<file path="config.mk">
export PLATFORM = sky130hd
export DESIGN_NAME = adc_capture_sched
export DESIGN_NICKNAME = d
export VERILOG_FILES = /design/src/rtl/adc_capture_sched.sv
export SDC_FILE = /design/constraint.sdc
export NUM_CORES = 1
export LEC_CHECK = 0
export ABC_AREA = 0
export CAP_MARGIN = 30
export CORE_ASPECT_RATIO = 0.6
export CORE_MARGIN = 2
export CORE_UTILIZATION = 55
export CTS_BUF_LIST = sky130_fd_sc_hd__clkbuf_8
export DETAILED_ROUTE_END_ITERATION = 8
export PLACE_DENSITY_LB_ADDON = 0.05
export RECOVER_POWER = 50
export SKIP_CTS_REPAIR_TIMING = 1
export SYNTH_ARGS = -nofsm -noshare
export SYNTH_HDL_FRONTEND = slang
export SYNTH_SLANG_ARGS = --single-unit
</file>
<file path="constraint.sdc">
create_clock -name wb_clk_i -period 9.5 [get_ports wb_clk_i]
set_input_delay 1.425 -clock wb_clk_i [delete_from_list [all_inputs] [get_ports wb_clk_i]]
set_output_delay 1.425 -clock wb_clk_i [all_outputs]
set_load 0.02 [all_outputs]
</file>
<file path="src/rtl/adc_capture_sched.sv">
// Round-robin capture of NCH sinc3 channels into two ping-pong SRAM banks.
// Define ADC_CAPTURE_TAG_EN to place the 2-bit channel index in mem_data_o[DW-1:DW-2].
module adc_capture_sched #(
    parameter int unsigned NCH = 3,
    parameter int unsigned DW  = 32,
    parameter int unsigned AW  = 9
) (
    input  logic              wb_clk_i,
    input  logic              wb_rst_i,
    input  logic              start_i,
    input  logic              stop_i,
    input  logic [NCH-1:0]    ch_en_i,
    input  logic [AW:0]       num_words_i,
    input  logic [NCH-1:0]    adc_dvalid_i,
    input  logic [NCH*DW-1:0] adc_dat_i,
    input  logic [1:0]        bank_clr_i,
    output logic [1:0]        mem_wenb_o,
    output logic [AW-1:0]     mem_waddr_o,
    output logic [DW-1:0]     mem_data_o,
    output logic [3:0]        wmask_o,
    output logic [1:0]        bank_ready_o,
    output logic              overflow_o,
    output logic [15:0]       drop_cnt_o,
    output logic              busy_o,
    output logic              irq_o
);
    localparam int unsigned CW    = (NCH > 1) ? $clog2(NCH) : 1;
    localparam int unsigned LW    = AW + 1;
    localparam int unsigned DEPTH = 1 << AW;

    typedef enum logic [1:0] {IDLE, CAPTURE, WAIT_BANK} state_t;

    state_t         state;
    logic [NCH-1:0] en;
    logic [LW-1:0]  limit;
    logic [DW-1:0]  hold [NCH];
    logic [NCH-1:0] pend;
    logic [CW-1:0]  last;
    logic           bank;
    logic [AW-1:0]  ptr;

    logic           gvalid;
    logic [CW-1:0]  gidx;
    logic [CW-1:0]  cidx;
    logic [NCH-1:0] gnt;
    logic [NCH-1:0] drop;
    logic [16:0]    ndrop;
    logic [16:0]    drop_sum;
    logic           last_word;
    logic [1:0]     ready_set;
    int unsigned    k;

    // Round-robin grant, searching from the channel after the last one granted
    always_comb begin
        gvalid = 1'b0;
        gidx   = '0;
        cidx   = '0;
        k      = 0;
        gnt    = '0;
        if (state == CAPTURE && !stop_i) begin
            for (int unsigned i = 1; i <= NCH; i++) begin
                k    = (32'(last) + i) % NCH;
                cidx = CW'(k);
                if (!gvalid && pend[cidx]) begin
                    gvalid = 1'b1;
                    gidx   = cidx;
                end
            end
        end
        if (gvalid) gnt[gidx] = 1'b1;
    end

    // Drop detection: a new sample on a still-pending, ungranted channel is lost
    always_comb begin
        drop  = '0;
        ndrop = '0;
        for (int unsigned c = 0; c < NCH; c++) begin
            drop[c] = (state != IDLE) && !stop_i && en[c] && adc_dvalid_i[c]
                      && pend[c] && !gnt[c];
            ndrop   = ndrop + 17'(drop[c]);
        end
        drop_sum  = {1'b0, drop_cnt_o} + ndrop;
        last_word = ({1'b0, ptr} == (limit - LW'(1)));
        ready_set = (gvalid && last_word) ? (2'b01 << bank) : 2'b00;
    end

    assign busy_o = (state != IDLE);

    always_ff @(posedge wb_clk_i) begin
        if (wb_rst_i) begin
            state        <= IDLE;
            en           <= '0;
            limit        <= LW'(DEPTH);
            pend         <= '0;
            last         <= CW'(NCH - 1);
            bank         <= 1'b0;
            ptr          <= '0;
            mem_wenb_o   <= 2'b11;
            mem_waddr_o  <= '0;
            mem_data_o   <= '0;
            wmask_o      <= '0;
            bank_ready_o <= '0;
            overflow_o   <= 1'b0;
            drop_cnt_o   <= '0;
            irq_o        <= 1'b0;
            for (int unsigned c = 0; c < NCH; c++) hold[c] <= '0;
        end else begin
            mem_wenb_o   <= 2'b11;
            wmask_o      <= '0;
            irq_o        <= 1'b0;
            bank_ready_o <= (bank_ready_o & ~bank_clr_i) | ready_set;
            case (state)
                IDLE: begin
                    if (start_i && !stop_i) begin
                        en         <= ch_en_i;
                        limit      <= (num_words_i == '0 || num_words_i > LW'(DEPTH))
                                      ? LW'(DEPTH) : num_words_i;
                        overflow_o <= 1'b0;
                        drop_cnt_o <= '0;
                        pend       <= '0;
                        ptr        <= '0;
                        bank       <= 1'b0;
                        last       <= CW'(NCH - 1);
                        state      <= bank_ready_o[0] ? WAIT_BANK : CAPTURE;
                    end
                end
                default: begin
                    if (stop_i) begin
                        pend  <= '0;
                        state <= IDLE;
                    end else begin
                        for (int unsigned c = 0; c < NCH; c++) begin
                            if (en[c] && adc_dvalid_i[c] && !drop[c]) begin
                                hold[c] <= adc_dat_i[c*DW +: DW];
                                pend[c] <= 1'b1;
                            end else if (gnt[c]) begin
                                pend[c] <= 1'b0;
                            end
                        end
                        if (|drop) begin
                            overflow_o <= 1'b1;
                            drop_cnt_o <= drop_sum[16] ? 16'hFFFF : drop_sum[15:0];
                        end
                        if (gvalid) begin
                            mem_wenb_o[bank] <= 1'b0;
                            mem_waddr_o      <= ptr;
`ifdef ADC_CAPTURE_TAG_EN
                            mem_data_o       <= {2'(gidx), hold[gidx][DW-3:0]};
`else
                            mem_data_o       <= hold[gidx];
`endif
                            wmask_o          <= 4'hF;
                            last             <= gidx;
                            if (last_word) begin
                                irq_o <= 1'b1;
                                bank  <= ~bank;
                                ptr   <= '0;
                                if (bank_ready_o[~bank]) state <= WAIT_BANK;
                            end else begin
                                ptr <= ptr + AW'(1);
                            end
                        end
                        // Resume once the awaited bank has been drained
                        if (state == WAIT_BANK && !bank_ready_o[bank]) state <= CAPTURE;
                    end
                end
            endcase
        end
    end
endmodule

</file>
==> impl_metrics.csv, run 1 <==
group,metric,value,unit
status,status,"finished with violations",
setup_path,cp.arrival,6.41,ns
sta,final-hold-violation-count,0,
sta,worst_slew_pin_slew,4.124,ns
grt,grt_max_degree,98,
clock_network,cts_inserted_buffers,17,
die,num_rows,37,
pwr,pwr_density_cell,135.0,nW/um^2
synth,synth_common_cells,"a21oi_1, nand2b_1, edfxtp_1, dfxtp_1, nand2_1",
final_layout,fin_nets,1258,
clock_network,cts.path.max_buffers,2,
final_layout,fillers,1356,
drt,firstDrtPassIters,5,
pwr,ir_worst_vdd,0.07006,mV
sta,slew_violations,209,
setup_path,crit_path_max_fanout,96,
sta,rsz0062_at_grt,"no",
sta,fin_tns_setup,0,ns
drt,met3_length,1828,um
drt,wl_met2,10450,um
setup_path,r2r.worst_path.cells,9,
final_layout,area_delta_synth_final,24.20,%
setup_path,r2r_slack,3.68,ns
setup_path,r2r-start,"last[0]",
grt,first_global_vias,7323,
synth,synth_nets,1136,
drt,remaining_drc_errors,0,
synth,synthFlopType,"edfxtp_1",
clock_network,cts-root-buf,"clkbuf_8",
setup_path,crit_required,9.56,ns
drt,ant_nets,0,
final_layout,drive_above_1_share,0.05590,
sta,setup_violations,0,
synth,yosysSeqAreaShare,0.5047,
synth,syn_area_per_cell,9.347,sq um
drt,vias,8041,
synth,synth_area_leaders,"edfxtp_1, dfxtp_1, a21oi_1",
min_path,min_from,"en[2]",
placement,portBuffers,185,
grt,grt_usage,0.2652,
setup_path,startpoint_type,"input pin",
synth,synthCells,1010,
synth,yosys_warnings,0,
drt,drtIter0Drc,675,
drt,top_layer_used,"met5",
placement,place_area,11350,sq um
synth,synth_cell_types,67,
die,die_y,105.5,um
final_layout,n_antenna_cell,0,
die,die_x,173.1,um
sta,clock_skew,0.01737,ns
drt,drt-wirelength-per-cell,17.73,um
die,fp.coreArea,16990,sq um
clock_network,clk-insertion-delay-late,0.47,ns
placement,dp_hpwl,15530,um
synth,yosys.area.top_type_share,0.3054,
synth,synth_most_common_cell,"a21oi_1",
setup_path,worstSetupPathType,"in2reg",
placement,place_ws,3.764,ns
final_layout,final_area,11730,sq um
sta,min_period_over_period,0.6687,
min_path,hp-class,"reg2reg",
setup_path,cp-end-kind,"register",
sta,fin_ws,3.147,ns
clock_network,clock-sinks,190,
synth,synth_enable_flop_cells,96,
die,io_pins,186,
pwr,total_power,1.583,mW
setup_path,worstReg2RegEnd,"hold[0][28]",
job,drv_cap,5,
clock_network,htreeDepth,4,
sta,fmax,0.1574,GHz
placement,gp_congestion,0.8177,
die,initial_core_util,0.5556,
sta,finalCriticalPeriod,6.353,ns
drt,met1Wirelength,11950,um
die,dieArea,18260,sq um
synth,async_flop_share,0,
sta,max-slew-margin-rel,-1.750,
min_path,min_path_cells,2,
min_path,hold_path_end,"en[2]",
synth,netlist_area,9440,sq um
status,violations,"max-capacitance violations, max-slew violations",
pwr,leakage,4.057,nW
grt,grt.overflow.total,0,
final_layout,post-route-util,0.6901,
clock_network,cts_tree,"built",
grt,antenna_found_initial,1,
drt,wirelength,24450,um
synth,ys_ff_latch,190,
synth,yosys.area.top_type,"edfxtp_1",
clock_network,clkTransAtPathRegs,0.11,ns
drt,via_per_inst,5.831,
grt,grt_pass1_wl,38730,um
-- report_power, final --
part           switching (mW)  internal, mW  total [mW]  leakage [nW]
sequential            0.00917         0.879       0.888          1.75
clock                   0.327         0.224       0.551         0.211
combinational          0.0724        0.0715       0.144          2.10
-- cell families after synthesis --
family	after synthesis	synth area share
mux	5	0.005434
xor+xnor	14	0.01299
buf+inv	116	0.04838
fa+ha+maj	8	0.01219
compound gates	308	0.2129
simple gates	369	0.2034
flops	190	0.5047
-- cells in the final DEF (no fill, tap or decap), drive strengths merged, types with 10 or more instances in the layout --
| cell | instances |
|---|---|
| a21oi | 141 |
| edfxtp | 96 |
| inv | 29 |
| o211ai | 11 |
| nor3 | 10 |
| clkbuf | 20 |
| nand3 | 20 |
| a221oi | 33 |
| nand2 | 94 |
| a211oi | 45 |
| o21ai | 20 |
| dfxtp | 94 |
| o22ai | 10 |
| nand3b | 12 |
| nor2 | 68 |
| dlygate4sd3 | 69 |
| clkdlybuf4s50 | 115 |
| nand2b | 109 |
-- per-stage QoR --
stage	hold WS, ns	instances
finish	0.4554	1379
global route	0.4782	1379
CTS	0.4580	1379
detailed placement	0.4442	1347
global placement	0.4429	1346
floorplan	0.4319	1010
-- state kept, by name, indices dropped and copies added, names as in the netlist --
name	cells
bank	1
irq_o	1
state	2
pend	3
en	3
limit	10
wmask_o	1
overflow_o	1
mem_data_o	32
mem_waddr_o	9
hold	96
last	2
drop_cnt_o	16
mem_wenb_o	2
ptr	9
bank_ready_o	2
-- area by class of cell --
class,count,area (sq um),share of cell area
clock buffer,17,234.0,0.01996
sequential,190,4765,0.4064
tap,234,292.8,0.02497
inverter,23,86.33,0.007363
timing repair buffer,196,1921,0.1638
multi-input combinational,704,4245,0.3621
clock inverter,15,181.4,0.01547
-- metal layers --
metal,track usage,up-vias
met1,0.4117,3795
met5,0,-
met2,0.3757,320
li1,-,3908
met4,0.05751,2
met3,0.05952,16
-- worst max path at each step --
stage / start / endpoint / slack, ns / cells past startpoint
global placement: stop_i / drop_cnt_o[9] / 3.88 / 16
CTS: stop_i / drop_cnt_o[9] / 4.23 / 16
global route: stop_i / hold[2][9] / 2.71 / 8
detailed placement: stop_i / drop_cnt_o[9] / 3.76 / 16
floorplan: stop_i / drop_cnt_o[13] / 4.96 / 17
finish: stop_i / hold[0][28] / 3.15 / 8
-- worst max-delay path, cell delays in order --
cell           delay (ns)
dlygate4sd3_1        0.74
nor3b_1              0.13
o21ai_0              0.23
a221o_1              0.23
a21boi_0             0.18
nor2_4               0.12
clkbuf_1             2.89
a21oi_1              0.44
Power figures use the tool's default switching activity.
==> inputs of run 2 (changes only) <==
- CORE_UTILIZATION: 55 -> 54
- clock period: 9.5 -> 5.96 ns (I/O delays scaled with it)
==> impl_metrics.csv, run 2 (same netlist as run 1, synthesis figures left out) <==
group,metric,value,unit
pwr,p_comb_frac,0.093,
drt,wirelength,24520,um
drt,firstDrtPassIters,5,
clock_network,clock-sinks,190,
sta,max-slew-margin-rel,-0.7155,
sta,fmax,0.2064,GHz
setup_path,crit_path_max_fanout,13,
setup_path,crit_path_end,"drop_cnt_o[3]",
setup_path,worstSetupStartpoint,"stop_i",
final_layout,reg_top3,"hold: 96 flops, mem_data_o: 32 flops, drop_cnt_o: 16 flops",
clock_network,cts-root-buf,"clkbuf_8",
final_layout,ff_latch_area,4765,sq um
placement,gp_congestion,0.8068,
placement,place_inst,1347,
clock_network,clkTransAtPathRegs,0.10,ns
final_layout,top_register,"hold",
sta,final-hold-violation-count,0,
drt,drtIter0Drc,1033,
placement,place_ws,0.8100,ns
final_layout,largest_reg_flops,96,
setup_path,max_stage_delay,0.67,ns
sta,worst_slew_pin_slew,2.558,ns
job,drv_cap,3,
final_layout,fin_nets,1258,
grt,grt_pass1_wl,39100,um
grt,first_global_vias,7376,
sta,clock_skew,0.01897,ns
sta,setup_violations,0,
setup_path,crit_chain,"dlygate4sd3_1 > nor3b_1 > o21ai_0 > a221o_1 > and2_0 > nand2_1 > fa_1 > inv_1 > ha_1 > fa_1 > nand3_1 > nor2_1 > nand3_1 > a21oi_1 > o22ai_1 > o41ai_1",
pwr,p_sw,0.6481,mW
final_layout,drive_above_1_share,0.05677,
setup_path,slowest_stage,"dlygate4sd3_1",
setup_path,worst-path-buf-inv,2,
pwr,pwr_density_cell,211.3,nW/um^2
setup_path,crit_required,6.32,ns
sta,finalCriticalPeriod,4.846,ns
drt,ant_nets,0,
sta,fin_ws,1.114,ns
die,die_y,106.4,um
die,die_x,174.7,um
placement,portBuffers,185,
pwr,switching_share,0.2621,
pwr,total_power,2.473,mW
status,violations,"max-capacitance violations, max-slew violations",
grt,grt_usage,0.2642,
placement,dp_hpwl,15470,um
setup_path,r2r_slack,1.22,ns
status,status,"finished with violations",
setup_path,r2r.worst_path.cells,9,
final_layout,layout_common_cells,"a21oi_1, clkdlybuf4s50_1, nand2b_1, edfxtp_1",
setup_path,startpoint_type,"input pin",
setup_path,worstReg2RegEnd,"hold[2][7]",
grt,grt_max_degree,97,
die,num_rows,37,
die,fp.coreArea,17130,sq um
min_path,min_from,"mem_waddr_o[7]",
final_layout,area_delta_synth_final,23.98,%
pwr,seqPwrFrac,0.572,
clock_network,htreeDepth,4,
drt,drt-wirelength-per-cell,17.75,um
sta,fin_tns_setup,0,ns
setup_path,path_depth,16,
pwr,leakage,4.042,nW
drt,remaining_drc_errors,0,
pwr,internal_power,1.825,mW
pwr,ir_worst_vdd,0.1046,mV
final_layout,multi_input_area,4248,sq um
die,initial_core_util,0.5511,
setup_path,worstSetupPathType,"in2reg",
setup_path,crit_family,"simple AND/OR/NAND/NOR gates",
clock_network,cts_inserted_buffers,17,
setup_path,cp.arrival,5.20,ns
clock_network,clk-insertion-delay-late,0.48,ns
drt,vias,8044,
final_layout,fillers,1370,
final_layout,final_cells,1381,
final_layout,post-route-util,0.6833,
die,io_pins,186,
min_path,hp-class,"reg2reg",
final_layout,layout_commonest_cell,"a21oi_1",
die,dieArea,18590,sq um
sta,rsz0062_at_grt,"no",
grt,antenna_found_initial,2,
setup_path,r2r-start,"last[0]",
pwr,power.share.clock,0.335,
grt,grt.overflow.total,0,
drt,via_per_inst,5.825,
setup_path,cp-end-kind,"register",
clock_network,cts.path.max_buffers,2,
sta,slew_violations,88,
sta,min_period_over_period,0.8130,
clock_network,cts_tree,"built",
## run 2: worst min-delay path by stage
stage,to,slack [ns],cells after the start
6_report,mem_waddr_o[7],0.45,2
5_1_grt,mem_waddr_o[7],0.48,2
4_1_cts,mem_waddr_o[7],0.46,2
3_5_place_dp,mem_waddr_o[7],0.45,2
3_3_place_gp,mem_waddr_o[3],0.44,2
2_1_floorplan,en[0],0.43,2
## run 2: worst reg2reg max path: cells and delay by family, from the launching register on
family | cells | cell delay (ns)
and+or+nand+nor | 2 | 1.77
AOI/OAI and AO/OA | 4 | 1.04
buffers and inverters | 2 | 0.81
adders and majority gates | 1 | 0.48
DFF | 1 | 0.37
## run 2: area by class of cell
cell class,count,share of cell area
Sequential cell,190,0.4071
Multi-Input combinational cell,704,0.3629
Timing Repair Buffer,196,0.1644
Tap cell,234,0.02502
Clock buffer,17,0.01999
Clock inverter,15,0.01272
Inverter,23,0.007377
Antenna cell,2,0.0004276
## run 2: metrics by stage
stage	instance area, sq um	hold slack, ns
after floorplan	9440	0.4319
after global placement	11350	0.4423
after detailed placement	11350	0.4459
after CTS	11730	0.4613
after global routing	11700	0.4766
final	11700	0.4536
## run 2: power by group through the flow
stage	clock [mW]	combinational [mW]	sequential (mW)
2_1_floorplan	0	0.115	1.44
6_report	0.829	0.230	1.41
5_1_grt	0.889	0.249	1.42
3_3_place_gp	0	0.229	1.44
4_1_cts	0.843	0.231	1.41
3_5_place_dp	0	0.230	1.44
## run 2: routing by layer
layer / GRT usage / vias to the layer above / part of all wire
met4: 0.05893 / 0 / 0.0095
met5: 0 / - / 0
met2: 0.3772 / 314 / 0.43
li1: - / 3907 / -
met3: 0.06009 / 19 / 0.082
met1: 0.4061 / 3804 / 0.48
==> inputs of run 3 (changes only) <==
- CORE_UTILIZATION: 54 -> 49
- clock period: 5.96 -> 3.97 ns (I/O delays scaled with it)
==> impl_metrics.csv, run 3 (same netlist as run 1, synthesis figures left out) <==
group,metric,value,unit
sta,slew_violations,0,
sta,clock_skew,0.01774,ns
final_layout,largest_reg_flops,96,
placement,portBuffers,185,
pwr,ir_worst_vdd,0.2863,mV
die,io_pins,186,
final_layout,drive_above_1_share,0.08703,
clock_network,clk-insertion-delay-late,0.46,ns
grt,first_global_vias,7543,
final_layout,post-route-util,0.6330,
sta,finalCriticalPeriod,3.708,ns
drt,remaining_drc_errors,0,
drt,ant_nets,0,
final_layout,final_area,11980,sq um
drt,vias,8098,
status,status,"finished, final reports clean",
setup_path,r2r-start,"last[1]",
sta,fin_tns_setup,0,ns
drt,wirelength,25630,um
setup_path,r2r.worst_path.cells,16,
sta,fmax,0.2697,GHz
clock_network,htreeDepth,4,
min_path,min_path_cells,2,
clock_network,cts.path.max_buffers,2,
die,die_y,111.5,um
pwr,leakage,4.197,nW
grt,top_usage_layer,"met1",
job,drv_cap,0,
setup_path,cp.arrival,4.08,ns
grt,gr-usage-met1,0.3948,
min_path,hold_path_end,"mem_waddr_o[7]",
grt,grt_max_degree,97,
final_layout,n_antenna_cell,0,
pwr,pwr_density_cell,311.7,nW/um^2
die,fp.coreArea,18930,sq um
final_layout,area_delta_synth_final,26.95,%
final_layout,fin_nets,1285,
final_layout,layout_common_cells,"a21oi_1, clkdlybuf4s50_1, nand2b_1, edfxtp_1, nand2_1",
pwr,total_power,3.735,mW
placement,dp_hpwl,16520,um
drt,drt-wirelength-per-cell,18.07,um
setup_path,startpoint_type,"input pin",
clock_network,clkTransAtPathRegs,0.10,ns
die,initial_core_util,0.4986,
clock_network,cts_inserted_buffers,17,
min_path,hp-class,"reg2reg",
sta,max-slew-margin-rel,0.03713,
sta,final-hold-violation-count,0,
sta,worst_slew_pin_slew,1.443,ns
drt,via_per_inst,5.711,
die,dieArea,20430,sq um
grt,antenna_found_initial,1,
grt,grtUsageMet3,0.04711,
die,die_x,183.2,um
setup_path,crit_path_max_fanout,4,
placement,gp_congestion,0.8658,
grt,grt_use_met2,0.3629,
drt,firstDrtPassIters,5,
setup_path,worstSetupPathType,"in2reg",
clock_network,cts_tree,"built",
setup_path,worstReg2RegEnd,"drop_cnt_o[12]",
sta,setup_violations,0,
setup_path,r2r_slack,0.28,ns
grt,grt_pass1_wl,41220,um
final_layout,layout_commonest_cell,"a21oi_1",
sta,min_period_over_period,0.9340,
setup_path,crit_required,4.34,ns
sta,rsz0062_at_grt,"no",
min_path,min_from,"mem_waddr_o[7]",
die,num_rows,39,
setup_path,cp-end-kind,"register",
clock_network,cts-root-buf,"clkbuf_8",
final_layout,reg_top3,"hold: 96 flops, mem_data_o: 32 flops, drop_cnt_o: 16 flops",
final_layout,top_register,"hold",
grt,grt.overflow.total,0,
grt,grt_usage,0.2532,
placement,place_area,11610,sq um
clock_network,clock-sinks,190,
drt,drtIter0Drc,681,
sta,fin_hold_ws,0.4655,ns
## run 3: cell count changes in the layout (fill, tap and decap cells not counted), sizes merged
cell / delta
clkbuf: +6
clkinv: -1
buf: +21
inv: +1
diode: -2
## run 3: through the flow
step | instances | worst slack [ns]
floorplan | 1010 | 0.2370
global placement | 1386 | -0.08210
detailed placement | 1386 | -0.2666
CTS | 1418 | -0.03427
global route | 1418 | 0.008474
finish | 1418 | 0.2620
## run 3: critical path, stage by stage
cell and delay, ns:
dlygate4sd3_1 0.59, nor3b_1 0.26, o21ai_1 0.13, a221o_1 0.31, and2_1 0.19, nand2_1 0.10, fa_1 0.44, inv_1 0.07
ha_1 0.17, fa_2 0.22, nand3_1 0.11, buf_4 0.18, nor3_4 0.20, and3_1 0.19, o21ai_0 0.08, a211oi_1 0.24
## run 3: worst max-delay path by stage
stage / slack, ns / depth (start not counted) / endpoint / start
2_1_floorplan: 0.24 / 19 / drop_cnt_o[13] / last[0]
3_3_place_gp: -0.08 / 16 / drop_cnt_o[12] / stop_i
3_5_place_dp: -0.27 / 16 / drop_cnt_o[12] / stop_i
4_1_cts: -0.03 / 17 / drop_cnt_o[12] / last[0]
5_1_grt: 0.008 / 16 / drop_cnt_o[12] / last[1]
6_report: 0.26 / 16 / drop_cnt_o[12] / stop_i
## run 3: area by class of cell
type / count / area [sq um]
Fill cell: 1629 / 6949
Sequential cell: 190 / 4767
Multi-Input combinational cell: 704 / 4308
Timing Repair Buffer: 223 / 2137
Tap cell: 246 / 307.8
Clock buffer: 17 / 234.0
Clock inverter: 15 / 143.9
Inverter: 23 / 86.33
## run 3: power breakdown
part / internal, mW / leakage [nW] / switching (mW)
combinational: 0.180 / 2.26 / 0.181
clock: 0.467 / 0.192 / 0.783
sequential: 2.10 / 1.75 / 0.0214
## run 3: per-layer routing
metal,vias up,share of wire,routed length (um)
li1,3963,-,-
met1,3823,0.50,12760
met2,289,0.42,10760
met3,21,0.072,1854
met4,2,0.0090,230
met5,-,0.00051,13
